## src/rtl/sum_window_acc.sv

```systemverilog
// sum_window_acc: accumulates COUNT unsigned samples (or a flushed partial
// window) into a total and presents it on a valid/ready result port along
// with the sample count and a sticky carry-out flag.
module sum_window_acc #(
  parameter int unsigned WIDTH     = 8,
  parameter int unsigned COUNT     = 4,
  parameter int unsigned ACC_WIDTH = 10,
  parameter int unsigned CW        = $clog2(COUNT + 1)
) (
  input  logic                 clk,
  input  logic                 rstn,
  input  logic                 in_valid,
  output logic                 in_ready,
  input  logic [WIDTH-1:0]     in_data,
  input  logic                 flush,
  output logic                 out_valid,
  input  logic                 out_ready,
  output logic [ACC_WIDTH-1:0] out_data,
  output logic [CW-1:0]        out_count,
  output logic                 out_ovf
);

  localparam int unsigned SW = ACC_WIDTH + 1;

  typedef enum logic {
    ACCUM = 1'b0,
    HOLD  = 1'b1
  } state_t;

  state_t               state;
  state_t               state_nxt;

  logic [ACC_WIDTH-1:0] acc;
  logic [CW-1:0]        cnt;
  logic                 ovf;

  logic [SW-1:0]        sum_ext;
  logic [ACC_WIDTH-1:0] acc_nxt;
  logic [CW-1:0]        cnt_nxt;
  logic                 ovf_nxt;
  logic                 accept;
  logic                 close;
  logic                 out_fire;

  // Ready depends only on the state register, never on out_ready.
  assign in_ready = (state == ACCUM);

  // State register.
  always_ff @(posedge clk or negedge rstn) begin
    if (!rstn) begin
      state <= ACCUM;
    end else begin
      state <= state_nxt;
    end
  end

  // Next-state logic plus the window arithmetic including any same-cycle sample.
  always_comb begin
    state_nxt = state;
    accept    = 1'b0;
    close     = 1'b0;
    out_fire  = 1'b0;
    sum_ext   = {1'b0, acc} + SW'(in_data);
    acc_nxt   = acc;
    cnt_nxt   = cnt;
    ovf_nxt   = ovf;
    case (state)
      ACCUM: begin
        accept = in_valid;
        if (accept) begin
          acc_nxt = sum_ext[ACC_WIDTH-1:0];
          cnt_nxt = cnt + CW'(1);
          ovf_nxt = ovf | sum_ext[ACC_WIDTH];
        end
        // Close on the COUNT-th sample, or on a flush with something to report.
        if ((accept && (cnt_nxt == CW'(COUNT))) || (flush && (cnt_nxt != '0))) begin
          close     = 1'b1;
          state_nxt = HOLD;
        end
      end
      HOLD: begin
        out_fire = out_valid && out_ready;
        if (out_fire) begin
          state_nxt = ACCUM;
        end
      end
      default: begin
        state_nxt = ACCUM;
      end
    endcase
  end

  // Running window accumulator, count and sticky carry flag.
  always_ff @(posedge clk or negedge rstn) begin
    if (!rstn) begin
      acc <= '0;
      cnt <= '0;
      ovf <= 1'b0;
    end else if (close) begin
      acc <= '0;
      cnt <= '0;
      ovf <= 1'b0;
    end else if (accept) begin
      acc <= acc_nxt;
      cnt <= cnt_nxt;
      ovf <= ovf_nxt;
    end
  end

  // Result register: loaded on close, held through backpressure and after release.
  always_ff @(posedge clk or negedge rstn) begin
    if (!rstn) begin
      out_valid <= 1'b0;
      out_data  <= '0;
      out_count <= '0;
      out_ovf   <= 1'b0;
    end else if (close) begin
      out_valid <= 1'b1;
      out_data  <= acc_nxt;
      out_count <= cnt_nxt;
      out_ovf   <= ovf_nxt;
    end else if (out_fire) begin
      out_valid <= 1'b0;
    end
  end

endmodule

```

## config.mk

```make
export PLATFORM = sky130hd
export DESIGN_NAME = sum_window_acc
export DESIGN_NICKNAME = d
export VERILOG_FILES = /design/src/rtl/sum_window_acc.sv
export SDC_FILE = /design/constraint.sdc
export NUM_CORES = 1
export LEC_CHECK = 0
export ABC_AREA = 0
export BUFFER_PORTS_ARGS = -buffer_cell sky130_fd_sc_hd__buf_2
export CAP_MARGIN = 25
export CORE_MARGIN = 2
export CORE_UTILIZATION = 55
export CTS_CLUSTER_DIAMETER = 80
export DETAILED_ROUTE_END_ITERATION = 16
export PLACE_DENSITY_LB_ADDON = 0.05
export RECOVER_POWER = 50
export SYNTH_ARGS = -nofsm -noshare
export SYNTH_HDL_FRONTEND = slang
export SYNTH_SLANG_ARGS = --single-unit
```

## constraint.sdc

```tcl
create_clock -name clk -period 2.6 [get_ports clk]
set_input_delay 0.26 -clock clk [delete_from_list [all_inputs] [get_ports clk]]
set_output_delay 0.26 -clock clk [all_outputs]
set_load 0.05 [all_outputs]
```

==> After elaboration in Yosys (flattened, before gate mapping) <==
Index checks and enable logic that the tools add are counted.
{ "totals": {"word_cells": 41, "regBits": 30, "in_bits": 13, "out_inout_bits": 16} }
{ "op_classes": {"eq_ne": 1, "bitwise": 2, "addsub": 2, "muxes": 21, "n_reduce_logical": 7} }
{ "ops": {"columns": ["op", "count"], "rows": [
  ["2-to-1 mux 10 bit", 4],
  ["2-to-1 mux 3 bit", 5],
  ["adder 10 x 8 -> 11 bit", 1],
  ["2-to-1 mux 1 bit", 11],
  ["nonzero test 2 bit", 2],
  ["adder 3 x 1 -> 3 bit (second input constant)", 1],
  ["== test 3 bit (second input constant)", 1],
  ["logical AND 1 bit", 3],
  ["nonzero test 3 bit", 1],
  ["case mux 1 bit (2 select lines)", 1],
  ["logical OR 1 bit", 1],
  ["inverter 1 bit", 1],
  ["bitwise OR 1 bit", 1]
]} }

==> Longest topological paths before layout <==
Gate-level depths: netlist (run 1).
{ "logic_depth": {"depth_word": 9, "mapped_depth": 7, "ltp_nobuf": 7} }

==> Worst setup path before layout (run 1) <==
Ideal clock, no wire load.
{ "synth_path": {"path_kind": "register -> register", "startpoint": "register acc[0]", "endpoint": "register out_data[6]", "slack_ns": 0.591, "path_buffers": 0, "required_ns": 2.475, "arrival_time_ns": 1.884, "setup_ns": 0.125, "stages_incl_launch_ff": 8, "path_cell_list": "dfrtp_1 > ha_1 > fa_1 > a211oi_1 > o21a_1 > or3_1 > a31oi_1 > mux2_4"} }
{ "synth_between": {"elab_chain_len": 3} }
{ "synth_rtl": {"columns": ["element", "line", "source"], "rows": [
  ["start: declaration", "33", "logic [ACC_WIDTH-1:0] acc;"],
  ["start signal: assignment", "104", "acc <= acc_nxt;"],
  ["adder 10 x 8 -> 11 bit", "63", "sum_ext = {1'b0, acc} + SW'(in_data);"],
  ["2-to-1 mux 10 bit", "70", "if (accept) begin"],
  ["2-to-1 mux 10 bit", "67", "case (state)"],
  ["end signal: assignment", "119", "out_data <= acc_nxt;"],
  ["end: declaration", "18", "output logic [ACC_WIDTH-1:0] out_data,"]
]} }
No other way between the ends.
A chain may end at the register's enable or synchronous reset.

==> Final worst setup path (run 1) <==
{ "layout_path": {"startpoint": "register acc[0]", "endpoint": "register out_ovf"} }
{ "layout_between": {"elab_chain_len": 4} }
{ "layout_rtl": {"columns": ["element", "line", "source"], "rows": [
  ["adder 10 x 8 -> 11 bit", "63", null],
  ["bitwise OR 1 bit", "73", "ovf_nxt = ovf | sum_ext[ACC_WIDTH];"],
  ["2-to-1 mux 1 bit", "70", null],
  ["2-to-1 mux 1 bit", "67", null],
  ["end signal: assignment", "121", "out_ovf <= ovf_nxt;"],
  ["end: declaration", "20", "output logic out_ovf"]
]} }
No other way between the ends.

==> results of run 1 <==
flip-flops by register name (all words and copies together) (netlist names):
register / cells
ovf: 1
out_valid: 1
out_ovf: 1
out_count: 3
acc: 10
cnt: 3
state: 1
out_data: 10
stage by stage:
step / setup WS, ns / power [mW]
2_1_floorplan: 0.591 / 1.92
3_5_place_dp: 0.400 / 2.23
6_report: 0.386 / 2.50
3_3_place_gp: 0.460 / 2.18
4_1_cts: 0.383 / 2.52
5_1_grt: 0.176 / 2.70
path summary, 6_finish.rpt:
| check | end | slack [ns] | depth (start not counted) |
|---|---|---|---|
| setup / recovery | out_ovf | 0.39 | 7 |
| hold / removal | state | 0.12 | 2 |
| setup reg to reg | out_ovf | 0.39 | 7 |
| hold reg to reg | out_data[3] | 0.49 | 2 |
| max in group asynchronous | out_count[1] | 0.83 | 2 |
| min in group asynchronous | acc[4] | 0.85 | 2 |
layer usage:
layer	share of wire [%]	wire length, um
met5	0	0
met2	45	1540
met3	4.1	139
met1	49	1650
met4	1.7	56
layout make-up:
type                            count  area (um^2)
Timing Repair Buffer               31          154
Fill cell                         248          958
Tap cell                           31         38.8
Clock inverter                      1         5.00
Multi-Input combinational cell    127          832
Sequential cell                    30          751
Inverter                            3         11.3
Clock buffer                        7         55.1
power by group:
part / leakage (nW) / switching [mW] / internal, mW
registers: 0.381 / 0.151 / 0.675
logic: 0.464 / 0.945 / 0.434
clock network: 0.0353 / 0.158 / 0.131
kinds of logic (layout without fill, tap and decap cells):
group,after synthesis,in the layout,share of synthesized area (%)
AO/OA/AOI/OAI,48,48,19.3
XOR/XNOR,5,5,2.66
adder cells (fa/ha/maj),10,10,8.04
buffers and inverters,11,42,4.02
flip-flops,30,30,45.5
multiplexers,6,6,4.17
AND/OR/NAND/NOR,58,58,16.3
cell usage after synthesis, types with 2 or more instances:
library cell  count  area (um^2)
ha_1              9          113
nand2_1          18         67.6
buf_6             3         33.8
or3_1             3         18.8
mux2i_1           4         40.0
a211o_1           2         17.5
dfrtp_1          30          751
a21o_1            4         30.0
nor2_1           18         67.6
o21ai_0          19         95.1
inv_1             3         11.3
nor3_1            4         20.0
clkbuf_1          3         11.3
and2_1            2         12.5
nand4_1           2         12.5
nand3_1           5         25.0
o31ai_1           2         15.0
a31oi_1           5         31.3
a211oi_1          3         22.5
a21oi_1           7         35.0
xnor2_1           4         35.0
timing repair:
action / in CTS / in global routing
endpoints found under the hold margin: 30 / 0
hold buffers: 1 / 0
resized for setup: 0 / 0
==> key figures, run 1 <==
Outcome
  – Run status: finished, violations left
  – Violated checks: design-rule violations, max-capacitance violations, max-slew violations

Cells and area
  – Final non-filler cell total: 230
  – Final core utilization: about 66%
  – Antenna Cells: 0
  – Commonest non-fill, non-tap cell in the layout: dfrtp_1
  – P&R area growth vs syn: 12.0%
  – Commonest cells after routing, fill and taps aside: dfrtp_1, o21ai_0, buf_2
  – NumNets Final: around 220
  – Share of cells above drive strength 1: 16.6%
  – Post-route cell area: 1850 um^2

Placement
  – Placed inst area: 1790 um^2
  – Port buffer count: 28
  – DP Wirelength: 2390 um
  – Placed Instances: 221
  – GPL Wtd Cong: a little under 0.8

Global routing
  – Met2 usage: 34.6%
  – Largest net degree at the start of global routing: 31
  – Met3 Usage GRT: 6.37%
  – Antenna violations before repair: 0
  – Gr busiest metal: met2
  – First-pass GRT wire length: 5810 um
  – GRT overflow: 0
  – Vias in the first global route: 1256
  – M1 GR Usage: 30.9%
  – Tot GR Track Use: 22.8%

STA
  – Final setup viols: 0
  – Fin. Hold Viols: 0
  – FMAX: approximately 0.45 GHz
  – Setup_tns: 0 ns
  – Worst slew pin tran: 1.58 ns
  – Smallest hold slack: approximately 0.12 ns
  – Slew Limit Headroom: -5.25%
  – Final Max Slew Viols: 31
  – Tcrit/Tclk final: 85.1%
  – Fin crit period: 2.21 ns
  – Clk_skew: 0.0101 ns
  – RSZ-0062 raised after global routing: no

CTS
  – Deepest clock path buffer count: 2
  – CTS tree: built
  – Total CTS buffers: 5
  – Clock transition at the registers of the reported paths: 0.10 ns
  – TritonCTS sink count: 30
  – Worst skew pair latency: 0.33 ns
  – CTS Root Cell: clkbuf_4
  – Post-CTS Setup Inserts: 0
  – H-tree levels: 2

Logic synthesis
  – Cell Area, Synth: 1650 um^2
  – Post-Syn Area per Cell: approximately 9.8 um^2
  – #FFs+latches synth: 30
  – Yosys cell types: 39
  – Mapped Nets: about 190
  – Sequential fraction of the synthesis area: a little under half
  – Post-synth top flop: dfrtp_1
  – FFs w/ async S/R, synth: 100%
  – Post-synth EDFFs: 0
  – Yosys warns: 0
  – Synthesized instance count: between 150 and 200

Route
  – DRT antenna net count: 0
  – Remaining routing DRC violations: 2
  – DRT Wirelength: 3380 um
  – Via-per-instance ratio: around 5.7
  – WL per Instance: 14.7 um
  – DRT iter0 DRCs: 56
  – DRT Pass-1 Iters: 11
  – DR vias: roughly 1300

Worst setup path
  – Worst path slowest cell: fa_1
  – Kind of critical path: register to register
  – Worst path max stage delay: 0.43 ns
  – CP Launch Type: register
  – Top fanout value on the critical path: 5
  – Crit path capture type: register
  – Top delay family on crit path: compound AO/OA/AOI/OAI gates
  – Critical Path Start: acc[0]
  – Worst-path cell chain: ha_1 > fa_1 > a211oi_1 > o21a_1 > o31ai_2 > a41oi_1 > o21ai_0
  – Required time worst endpoint: around 2.8 ns
  – Worst path bufs/invs: 0
  – CP arrival: 2.41 ns
  – Reg2reg start: acc[0]

Power
  – Pwr/cell area: 1350 nW/um^2
  – Leak: 0.880 nW
  – VDD IR-drop max: 0.730 mV

Die
  – Total core area: 2810 um^2
  – Die area: 3450 um^2
  – Number of cell rows: 19
  – Die W: 58.8 um
  – Initial Utilization: between 50% and 60%
  – Die height: 58.8 um
  – Number of I/O pins: 29

Worst hold path
  – Worst hold path type: input pin to register
  – Worst hold start: out_ready

Flow run
  – Number of max-cap violations: 1
Note: power is estimated with default switching activity, not from simulation.
==> inputs of run 2 (changes only) <==
--- a/config.mk
+++ b/config.mk
@@ -8,8 +8,10 @@
 export ABC_AREA = 0
 export BUFFER_PORTS_ARGS = -buffer_cell sky130_fd_sc_hd__buf_2
 export CAP_MARGIN = 25
+export CELL_PAD_IN_SITES_DETAIL_PLACEMENT = 1
+export CELL_PAD_IN_SITES_GLOBAL_PLACEMENT = 2
 export CORE_MARGIN = 2
-export CORE_UTILIZATION = 55
+export CORE_UTILIZATION = 34
 export CTS_CLUSTER_DIAMETER = 80
 export DETAILED_ROUTE_END_ITERATION = 16
 export PLACE_DENSITY_LB_ADDON = 0.05
==> run 2 against run 1 <==
  * The run ends with max-capacitance violations, max-slew violations left
  * Flip-flop and latch count did not move
  * Worst hold slack improved by 0.056 ns
  * Critical path depth decreased by 2
  * Clock skew fell by 0.00072 ns
  * Via count rose by 2.0%
  * Combinational power hardly changed
  * Cell count up 9.1%
  * Sequential power increased by 1%
  * Register-to-register slack improved by 0.02 ns
  * Sequential share of layout area is 0.76 points lower
  * Highest routed layer unchanged
==> key figures, run 2 (same netlist as run 1, synthesis figures left out) <==
Route
  – Remaining routing DRC violations: 0
  – Metal3 WL: 111 um
  – DRT iter0 DRCs: 28
  – Wire length on met1: 1940 um
  – Via-per-instance ratio: 5.37
  – Total length of routed met2 wires: roughly 2100 um
  – Highest metal used: met4
  – WL per Instance: 16.9 um
  – DRT Pass-1 Iters: 3
  – DR vias: 1347
  – DRT Wirelength: 4240 um
  – DRT antenna net count: 0

STA
  – Final setup viols: 0
  – FMAX: 0.455 GHz
  – Smallest hold slack: 0.181 ns
  – Fin crit period: 2.20 ns
  – Final Max Slew Viols: 31
  – Setup_tns: 0 ns
  – Fin. Hold Viols: 0
  – Tcrit/Tclk final: 84.5%
  – RSZ-0062 raised after global routing: no
  – Worst slew pin tran: between 1.5 and 2 ns
  – Clk_skew: 0.00942 ns
  – Slew Limit Headroom: -12.4%

CTS
  – CTS resizes: 0
  – CTS tree: built
  – Worst skew pair latency: 0.28 ns
  – Deepest clock path buffer count: 2
  – Total CTS buffers: 5
  – CTS Root Cell: clkbuf_8
  – Clock transition at the registers of the reported paths: ~0.06 ns
  – Hold Buf Count CTS: 0
  – H-tree levels: 2
  – Post-CTS Setup Inserts: 0
  – TritonCTS sink count: 30

Cells and area
  – Antenna Cells: 0
  – Share of cells above drive strength 1: 15.7%
  – NumNets Final: 220
  – Final core utilization: 40.1%
  – P&R area growth vs syn: 14.1%
  – Filler cells: 584
  – Commonest non-fill, non-tap cell in the layout: dfrtp_1
  – Commonest cells after routing, fill and taps aside: dfrtp_1, o21ai_0, buf_2
  – Biggest registers after layout: acc: 10 flops, out_data: 10 flops

Outcome
  – Violated checks: max-capacitance violations, max-slew violations
  – Run status: finished, violations left

Worst setup path
  – CP Launch Type: register
  – Kind of critical path: register to register
  – Top fanout value on the critical path: 16
  – Crit path capture type: register
  – Required time worst endpoint: 2.75 ns
  – CP arrival: 2.35 ns

Power
  – Switching Share: 50.2%
  – VDD IR-drop max: 0.492 mV
  – Cell Int Power: 1.29 mW
  – Leak: 0.878 nW
  – Pwr/cell area: 1380 nW/um^2
  – Combinational share of power: 54.2%
  – Clock share of power: 13.5%
  – Sw Pwr: roughly 1.3 mW
  – Sequential Power Share: between 30% and 40%

Global routing
  – Tot GR Track Use: roughly 18%
  – Vias in the first global route: 1543
  – Largest net degree at the start of global routing: 31
  – First-pass GRT wire length: ~7000 um
  – GRT overflow: 0
  – Antenna violations before repair: 0

Die
  – Total core area: 4690 um^2
  – Number of cell rows: 25
  – Die height: 73.6 um
  – Die W: 73.6 um
  – Initial Utilization: 35.1%
  – Number of I/O pins: 29
  – Die area: 5420 um^2

Placement
  – GPL Wtd Cong: 0.710
  – Port buffer count: 28
  – DP Wirelength: about 3000 um

Flow run
  – Number of max-cap violations: 1

Worst hold path
  – Worst hold path type: input pin to register
## run 2: worst paths after layout
kind / start / endpoint / slack, ns / cells past startpoint
worst max register to register: cnt[0] / out_data[6] / 0.40 / 5
worst min register to register: out_data[0] / out_data[0] / 0.48 / 2
worst max-delay path: cnt[0] / out_data[6] / 0.40 / 5
min in group asynchronous: rstn / acc[7] / 0.42 / 1
worst min-delay path: out_ready / state / 0.18 / 2
max in group asynchronous: rstn / out_data[1] / 1.21 / 1
## run 2: final cells by class
cell class	instances	area [um^2]	share of cell area [%]
clock buffer	7	76.3	4.06
inverter	3	11.3	0.598
multi-input combinational	127	832	44.2
sequential	30	751	39.9
tap	54	67.6	3.59
timing repair buffer	30	144	7.65
## run 2: stage by stage
stage | total power [mW] | instance area [um^2] | instances | worst slack, ns
global route | 2.82 | 1880 | 251 | 0.194
finish | 2.59 | 1880 | 251 | 0.404
detailed placement | 2.27 | 1820 | 244 | 0.395
floorplan | 1.92 | 1650 | 168 | 0.591
CTS | 2.65 | 1890 | 251 | 0.380
global placement | 2.22 | 1820 | 244 | 0.448
## run 2: power by group through the flow
stage               logic, mW  clock network (mW)  registers, mW
global placement         1.39                   0          0.829
floorplan               0.727                   0           1.19
detailed placement       1.43                   0          0.844
finish                   1.41               0.351          0.836
CTS                      1.44               0.365          0.839
global route             1.56               0.385          0.869
## run 2: critical path: stages, from the launching register on
cell and delay [ns]:
dfrtp_1 0.46, ha_1 0.35, nand3b_1 0.19, mux2i_2 0.39, and2_4 0.36, mux2_4 0.32
## run 2: routing by layer
layer | global-route usage [%] | up-vias
met5 | 0 | -
li1 | - | 655
met1 | 21.4 | 667
met3 | 3.57 | 4
met4 | 6.87 | 0
met2 | 30.9 | 21
